<file path="src/rtl/des_pkg.sv">
// des_pkg: DES constants, permutation tables, S-boxes, key-shift schedules,
// the FSM state type and small helper functions used by des_decrypt_core
// and des_f. Build option: define DES_ENCRYPT_EN to add encryption to the core.
package des_pkg;

  localparam int ROUNDS = 16;

  typedef enum logic [1:0] {
    ST_IDLE  = 2'd0,
    ST_ROUND = 2'd1,
    ST_DONE  = 2'd2
  } state_t;

  // All tables use DES numbering: entry value 1 means the MSB of the input.
  localparam int IP_TBL [64] = '{
    58, 50, 42, 34, 26, 18, 10, 2,  60, 52, 44, 36, 28, 20, 12, 4,
    62, 54, 46, 38, 30, 22, 14, 6,  64, 56, 48, 40, 32, 24, 16, 8,
    57, 49, 41, 33, 25, 17,  9, 1,  59, 51, 43, 35, 27, 19, 11, 3,
    61, 53, 45, 37, 29, 21, 13, 5,  63, 55, 47, 39, 31, 23, 15, 7};

  localparam int FP_TBL [64] = '{
    40, 8, 48, 16, 56, 24, 64, 32,  39, 7, 47, 15, 55, 23, 63, 31,
    38, 6, 46, 14, 54, 22, 62, 30,  37, 5, 45, 13, 53, 21, 61, 29,
    36, 4, 44, 12, 52, 20, 60, 28,  35, 3, 43, 11, 51, 19, 59, 27,
    34, 2, 42, 10, 50, 18, 58, 26,  33, 1, 41,  9, 49, 17, 57, 25};

  localparam int E_TBL [48] = '{
    32,  1,  2,  3,  4,  5,   4,  5,  6,  7,  8,  9,
     8,  9, 10, 11, 12, 13,  12, 13, 14, 15, 16, 17,
    16, 17, 18, 19, 20, 21,  20, 21, 22, 23, 24, 25,
    24, 25, 26, 27, 28, 29,  28, 29, 30, 31, 32,  1};

  localparam int P_TBL [32] = '{
    16,  7, 20, 21, 29, 12, 28, 17,   1, 15, 23, 26,  5, 18, 31, 10,
     2,  8, 24, 14, 32, 27,  3,  9,  19, 13, 30,  6, 22, 11,  4, 25};

  localparam int PC1_TBL [56] = '{
    57, 49, 41, 33, 25, 17,  9,   1, 58, 50, 42, 34, 26, 18,
    10,  2, 59, 51, 43, 35, 27,  19, 11,  3, 60, 52, 44, 36,
    63, 55, 47, 39, 31, 23, 15,   7, 62, 54, 46, 38, 30, 22,
    14,  6, 61, 53, 45, 37, 29,  21, 13,  5, 28, 20, 12,  4};

  localparam int PC2_TBL [48] = '{
    14, 17, 11, 24,  1,  5,   3, 28, 15,  6, 21, 10,
    23, 19, 12,  4, 26,  8,  16,  7, 27, 20, 13,  2,
    41, 52, 31, 37, 47, 55,  30, 40, 51, 45, 33, 48,
    44, 49, 39, 56, 34, 53,  46, 42, 50, 36, 29, 32};

  // Rotation applied to each 28-bit key half before round r (index r-1).
  localparam logic [1:0] RSH [16] = '{
    2'd0, 2'd1, 2'd2, 2'd2, 2'd2, 2'd2, 2'd2, 2'd2,
    2'd1, 2'd2, 2'd2, 2'd2, 2'd2, 2'd2, 2'd2, 2'd1};
  localparam logic [1:0] LSH [16] = '{
    2'd1, 2'd1, 2'd2, 2'd2, 2'd2, 2'd2, 2'd2, 2'd2,
    2'd1, 2'd2, 2'd2, 2'd2, 2'd2, 2'd2, 2'd2, 2'd1};

  // Each S-box packed row-major (4 rows x 16 columns), first entry at the MSB.
  localparam logic [255:0] SBOX [8] = '{
    256'hE4D12FB83A6C5907_0F74E2D1A6CB9538_41E8D62BFC973A50_FC8249175B3EA06D,
    256'hF18E6B34972DC05A_3D47F28EC01A69B5_0E7BA4D158C6932F_D8A13F42B67C05E9,
    256'hA09E63F51DC7B428_D709346A285ECBF1_D6498F30B12C5AE7_1AD069874FE3B52C,
    256'h7DE3069A1285BC4F_D8B56F03472C1AE9_A690CB7DF13E5284_3F06A1D8945BC72E,
    256'h2C417AB6853FD0E9_EB2C47D150FA3986_421BAD78F9C5630E_B8C71E2D6F09A453,
    256'hC1AF92680D34E75B_AF427C9561DE0B38_9EF528C3704A1DB6_432C95FABE17608D,
    256'h4B2EF08D3C975A61_D0B7491AE35C2F86_14BDC37EAF680592_6BD814A7950FE23C,
    256'hD2846FB1A93E50C7_1FD8A374C56B0E92_7B419CE206ADF358_21E74A8DFC90356B};

  function automatic logic [63:0] perm_ip(input logic [63:0] x);
    logic [63:0] y;
    y = '0;
    for (int i = 0; i < 64; i++) y[6'(63 - i)] = x[6'(64 - IP_TBL[6'(i)])];
    return y;
  endfunction

  function automatic logic [63:0] perm_fp(input logic [63:0] x);
    logic [63:0] y;
    y = '0;
    for (int i = 0; i < 64; i++) y[6'(63 - i)] = x[6'(64 - FP_TBL[6'(i)])];
    return y;
  endfunction

  function automatic logic [47:0] perm_e(input logic [31:0] x);
    logic [47:0] y;
    y = '0;
    for (int i = 0; i < 48; i++) y[6'(47 - i)] = x[5'(32 - E_TBL[6'(i)])];
    return y;
  endfunction

  function automatic logic [31:0] perm_p(input logic [31:0] x);
    logic [31:0] y;
    y = '0;
    for (int i = 0; i < 32; i++) y[5'(31 - i)] = x[5'(32 - P_TBL[5'(i)])];
    return y;
  endfunction

  // Parity bits (DES bits 8, 16, ... 64) are never referenced by PC1.
  function automatic logic [55:0] perm_pc1(input logic [63:0] x);
    logic [55:0] y;
    y = '0;
    for (int i = 0; i < 56; i++) y[6'(55 - i)] = x[6'(64 - PC1_TBL[6'(i)])];
    return y;
  endfunction

  function automatic logic [47:0] perm_pc2(input logic [55:0] x);
    logic [47:0] y;
    y = '0;
    for (int i = 0; i < 48; i++) y[6'(47 - i)] = x[6'(56 - PC2_TBL[6'(i)])];
    return y;
  endfunction

  // Row comes from the outer bits, column from the middle four.
  function automatic logic [3:0] sbox_lookup(input logic [2:0] n, input logic [5:0] b);
    logic [255:0] t;
    int idx;
    t   = SBOX[n];
    idx = int'({b[5], b[0], b[4:1]});
    return t[8'(255 - 4 * idx) -: 4];
  endfunction

  // Rotate one 28-bit key half by 0..2 places, left (encrypt) or right (decrypt).
  function automatic logic [27:0] rot28(input logic [27:0] h, input logic [1:0] sh,
                                        input logic left);
    logic [27:0] y;
    case (sh)
      2'd1:    y = left ? {h[26:0], h[27]}    : {h[0], h[27:1]};
      2'd2:    y = left ? {h[25:0], h[27:26]} : {h[1:0], h[27:2]};
      default: y = h;
    endcase
    return y;
  endfunction

endpackage

</file>
<file path="src/rtl/des_f.sv">
// des_f: combinational DES f-function (E expansion, subkey mix, eight
// S-boxes, P permutation).
module des_f
  import des_pkg::*;
(
  input  logic [31:0] i_r,
  input  logic [47:0] i_subkey,
  output logic [31:0] o_f
);

  logic [47:0] w_x;
  logic [31:0] w_s;

  assign w_x = perm_e(i_r) ^ i_subkey;

  // sbox1 takes the leftmost six bits and drives the leftmost nibble.
  generate
    for (genvar gi = 0; gi < 8; gi++) begin : g_sbox
      assign w_s[31 - 4 * gi -: 4] = sbox_lookup(3'(gi), w_x[47 - 6 * gi -: 6]);
    end
  endgenerate

  assign o_f = perm_p(w_s);

endmodule

</file>
<file path="src/rtl/des_decrypt_core.sv">
// des_decrypt_core: iterative single-DES engine, one Feistel round per clock,
// valid/ready in and out. Decrypts by default; define DES_ENCRYPT_EN to add
// the i_encrypt port which selects the forward (left-rotating) key schedule.
module des_decrypt_core
  import des_pkg::*;
(
  input  logic        clk,
  input  logic        rst,
  input  logic        i_valid,
  output logic        o_ready,
  input  logic [63:0] i_data,
  input  logic [63:0] i_key,
`ifdef DES_ENCRYPT_EN
  input  logic        i_encrypt,
`endif
  output logic        o_valid,
  input  logic        i_ready,
  output logic [63:0] o_data,
  output logic        o_busy
);

  state_t      r_state;
  logic [31:0] r_l;
  logic [31:0] r_r;
  logic [27:0] r_c;
  logic [27:0] r_d;
  logic [4:0]  r_rnd;
  logic [63:0] r_data;
  logic        r_valid;
  logic        r_busy;
  logic        w_enc;

  logic [3:0]  w_idx;
  logic [1:0]  w_sh;
  logic [27:0] w_c_rot;
  logic [27:0] w_d_rot;
  logic [47:0] w_subkey;
  logic [31:0] w_f;
  logic [31:0] w_r_next;

`ifdef DES_ENCRYPT_EN
  logic r_enc;

  // Direction is latched with the block so it cannot change mid-computation.
  always_ff @(posedge clk or posedge rst) begin
    if (rst) begin
      r_enc <= 1'b0;
    end else if (r_state == ST_IDLE && i_valid) begin
      r_enc <= i_encrypt;
    end
  end

  assign w_enc = r_enc;
`else
  assign w_enc = 1'b0;
`endif

  // Round r uses schedule entry r-1; rnd=16 wraps the 4-bit index to 15.
  assign w_idx    = r_rnd[3:0] - 4'd1;
  assign w_sh     = w_enc ? LSH[w_idx] : RSH[w_idx];
  assign w_c_rot  = rot28(r_c, w_sh, w_enc);
  assign w_d_rot  = rot28(r_d, w_sh, w_enc);
  assign w_subkey = perm_pc2({w_c_rot, w_d_rot});
  assign w_r_next = r_l ^ w_f;

  des_f u_f (
    .i_r      (r_r),
    .i_subkey (w_subkey),
    .o_f      (w_f)
  );

  // Control FSM and datapath: load on accept, 16 rounds, hold result until taken.
  always_ff @(posedge clk or posedge rst) begin
    if (rst) begin
      r_state <= ST_IDLE;
      r_l     <= '0;
      r_r     <= '0;
      r_c     <= '0;
      r_d     <= '0;
      r_rnd   <= '0;
      r_data  <= '0;
      r_valid <= 1'b0;
      r_busy  <= 1'b0;
    end else begin
      case (r_state)
        ST_IDLE: begin
          if (i_valid) begin
            {r_l, r_r} <= perm_ip(i_data);
            {r_c, r_d} <= perm_pc1(i_key);
            r_rnd      <= 5'd1;
            r_busy     <= 1'b1;
            r_state    <= ST_ROUND;
          end
        end
        ST_ROUND: begin
          r_l <= r_r;
          r_r <= w_r_next;
          r_c <= w_c_rot;
          r_d <= w_d_rot;
          if (r_rnd == 5'(ROUNDS)) begin
            // Final swap: output block is R16 || L16 before FP.
            r_data  <= perm_fp({w_r_next, r_r});
            r_valid <= 1'b1;
            r_state <= ST_DONE;
          end else begin
            r_rnd <= r_rnd + 5'd1;
          end
        end
        ST_DONE: begin
          if (i_ready) begin
            r_valid <= 1'b0;
            r_busy  <= 1'b0;
            r_state <= ST_IDLE;
          end
        end
        default: r_state <= ST_IDLE;
      endcase
    end
  end

  assign o_ready = (r_state == ST_IDLE);
  assign o_valid = r_valid;
  assign o_data  = r_data;
  assign o_busy  = r_busy;

endmodule

</file>
<file path="config.mk">
export PLATFORM = sky130hd
export DESIGN_NAME = des_decrypt_core
export DESIGN_NICKNAME = d
export VERILOG_FILES = /design/src/rtl/des_pkg.sv /design/src/rtl/des_f.sv /design/src/rtl/des_decrypt_core.sv
export SDC_FILE = /design/constraint.sdc
export NUM_CORES = 1
export LEC_CHECK = 0
export ABC_AREA = 1
export BUFFER_PORTS_ARGS = -buffer_cell sky130_fd_sc_hd__clkbuf_2
export CORE_AREA = 2 2 76 78
export DETAILED_ROUTE_END_ITERATION = 7
export DIE_AREA = 0 0 78 80
export GPL_TIMING_DRIVEN = 0
export HOLD_SLACK_MARGIN = 0.06
export PLACE_DENSITY_LB_ADDON = 0.12
export SLEW_MARGIN = 25
export SYNTH_ARGS = -nofsm -noshare
export SYNTH_HDL_FRONTEND = slang
export SYNTH_SLANG_ARGS = --single-unit
</file>
<file path="constraint.sdc">
create_clock -name clk -period 3.31 [get_ports clk]
set_input_delay 0.1655 -clock clk [delete_from_list [all_inputs] [get_ports clk]]
set_output_delay 0.1655 -clock clk [all_outputs]
set_load 0.005 [all_outputs]
</file>
==> flow_metrics.tcl <==
set metrics [dict create \
    synth-seq-cells 9 \
    drt-wirelength-per-cell_um 6.15 \
    placement_rows 27 \
    antenna_left 0 \
    post-cts-setup-buffers 0 \
    synth-seq-area-share 0.226 \
    final-max-slew-violation-count 0 \
    worst_ep_required_time_ns 3.43 \
    global_route_wire_length_before_repair_um 2620 \
    final.fill_count 619 \
    count_of_tritonroute_iterations_in_the_first_routing_pass 4 \
    crit_path_start "r_rnd[0]" \
    cts.path.max_buffers 2 \
    finalHoldViolations 0 \
    vdd_drop_max_v 0.000203 \
    core_area_um2 5410 \
    timing.max_cap.violations 0 \
    clk_root_buffer_cell "clkbuf_8" \
    min-delay-path-class "in2reg" \
    worst_skew_pair.late_latency_ns 0.23 \
    critical_path.endpoint_type "flop" \
    final_nets 335 \
    leakage_nw 0.883 \
    synthesis.yosys.warnings 0 \
    fin_skew_ns 0.00212 \
    critPathMaxFanout 7 \
    critical_path.cell_chain "inv_2 > ha_1 > nand2_1 > inv_2 > nand2_2 > nand2_4 > inv_2 > nand2_1 > nand2_1" \
    synth.cell_area_um2 995 \
    slowest_stage_delay_cp_ns 0.43 \
    post-route-util 0.260 \
    yosysTopAreaCellShare 0.483 \
    rsz0062_at_grt "false" \
    grt.overflow.total 0 \
    cp.buffers_inverters 3 \
    io_pins 199 \
    floorplan.die.width_um 78 \
    min_from "i_ready" \
    place.port_buffers 6 \
    routed_via_density 2.64 \
    cts.sink_count 9 \
    post_synth_main_area_contributors "buf_4 (48%), dfrtp_1 (23%), nand2_1 (6.0%)" \
    post_synthesis_cell_type_count 18 \
    worstSetupStartpointType "flop" \
    antenna_cells_inserted 0 \
    wl_um 1670 \
    first_global_vias 604 \
    run_status "finished clean" \
    cts_inserted_buffers 3 \
    cts_tree "done" \
    post-synth-top-area-cell "buf_4" \
    vias 719 \
    power_per_cell_area_nw_per_um2 456 \
    grt_util_all_layers 0.0539 \
    die_area_um2 6240 \
    startpoint_of_the_worst_slack_reg_to_reg_timing_path "r_rnd[0]" \
    critical_path_arrival_ns 1.34 \
    totalNegativeSetupSlack_ns 0 \
    place.detailed.hpwl_um 1470 \
    floorplan.die.height_um 80 \
    synthesis.instances 126 \
    finalCritPeriodShare 0.367 \
    cp_slowest_cell "dfrtp_1" \
    drc_errors 0 \
    weighted_congestion_reported_at_the_end_of_routability_driven_placement 0.699 \
    syn_avg_cell_area_um2 7.89 \
    detail_route.iter0.violations 17 \
    highest_clock_rate_mhz 823 \
    clk_transition_reported_paths_ns 0.05 \
    area.growth.synth_to_final_pct 41.4 \
    pin_count_of_the_biggest_net_entering_global_routing 10 \
    setup_viol_count_final 0 \
    start_util 0.184 \
    worst-setup-path-type "reg2reg" \
    crit_family "flip-flops" \
    cts_max_level 1 \
    finalWorstPathRequiredPeriod_ns 1.21 \
    grt_antenna_before_repair 0 \
    final_layout_size_suffix_gt1_frac 0.430 \
]
[final timing paths]
kind                       cells after the start  slack, ns          to
max                                            9       2.10    r_rnd[1]
min                                            2       0.12  r_state[1]
max reg2reg                                    9       2.10    r_rnd[1]
min reg2reg                                    2       0.48      o_busy
max in group asynchronous                      3       2.59  r_state[0]
min in group asynchronous                      3       0.44    r_rnd[2]
[per-stage QoR]
| step | instance area [um^2] | hold WS [ns] | total power, W | instances | setup WS [ns] |
|---|---|---|---|---|---|
| global route | 1410 | 0.136 | 0.000705 | 272 | 1.97 |
| finish | 1410 | 0.122 | 0.000641 | 272 | 2.10 |
| CTS | 1410 | 0.124 | 0.000649 | 272 | 2.08 |
| detailed placement | 1350 | 0.153 | 0.000513 | 267 | 2.10 |
| global placement | 1350 | 0.160 | 0.000514 | 267 | 2.08 |
| floorplan | 1230 | -0.00658 | 0.000452 | 189 | 2.21 |
[report_power, final]
group | internal [W] | switching [W]
Sequential | 0.000154 | 0.0000419
Clock | 0.0000843 | 0.0000474
Combinational | 0.000146 | 0.000167
Total | 0.000385 | 0.000256
[flip-flops by register name, summed over array words and instances, names as in the netlist]
signal / count
o_busy: 1
o_valid: 1
r_rnd: 5
r_state: 2
[logic make-up after synthesis]
kind of cell | count (synthesis) | share of synthesized area
compound gates | 3 | 0.0151
xor+xnor | 1 | 0.00881
fa+ha+maj | 2 | 0.0252
buf+inv | 75 | 0.532
flops | 9 | 0.226
other cells | 1 | 0.00377
simple gates | 35 | 0.189
[what timing repair did]
action | 4_1_cts | 5_1_grt
hold buffers | 1 | 0
hold endpoints to repair | 9 | 0
setup endpoints to repair | 0 | 0
gates resized for setup | 0 | 0
[synthesized netlist by cell type, drive strengths merged]
library cell   n
nand3          7
nand4          2
xor2           1
conb           1
o21ai          2
dfrtp          9
inv           10
buf           65
nor2           4
ha             2
nand2         22
a21oi          1
[placed cells by master (no fill, tap or decap), drive strengths merged]
cell type / instances
buf: 65
conb: 64
nand2: 22
inv: 10
clkbuf: 10
dfrtp: 9
nand3: 7
nor2: 4
o21ai: 2
nand4: 2
ha: 2
xor2: 1
a21oi: 1
dlygate4sd3: 1
[metal layers]
layer,global-route usage,up-vias,routed length [um]
met5,0,-,0
met4,0.0105,0,9
met3,0.0328,2,265
met2,0.0690,55,623
met1,0.0755,260,776
li1,-,402,-
[layout make-up]
type	count	area [um^2]	share of cell area
Buffer	65	492	0.350
Multi-Input combinational cell	105	477	0.339
Sequential cell	9	225	0.160
Tap cell	72	90.1	0.0641
Clock buffer	4	45.0	0.0320
Timing Repair Buffer	7	40.0	0.0285
Inverter	10	37.5	0.0267
Note: power is estimated with default switching activity, not from simulation.
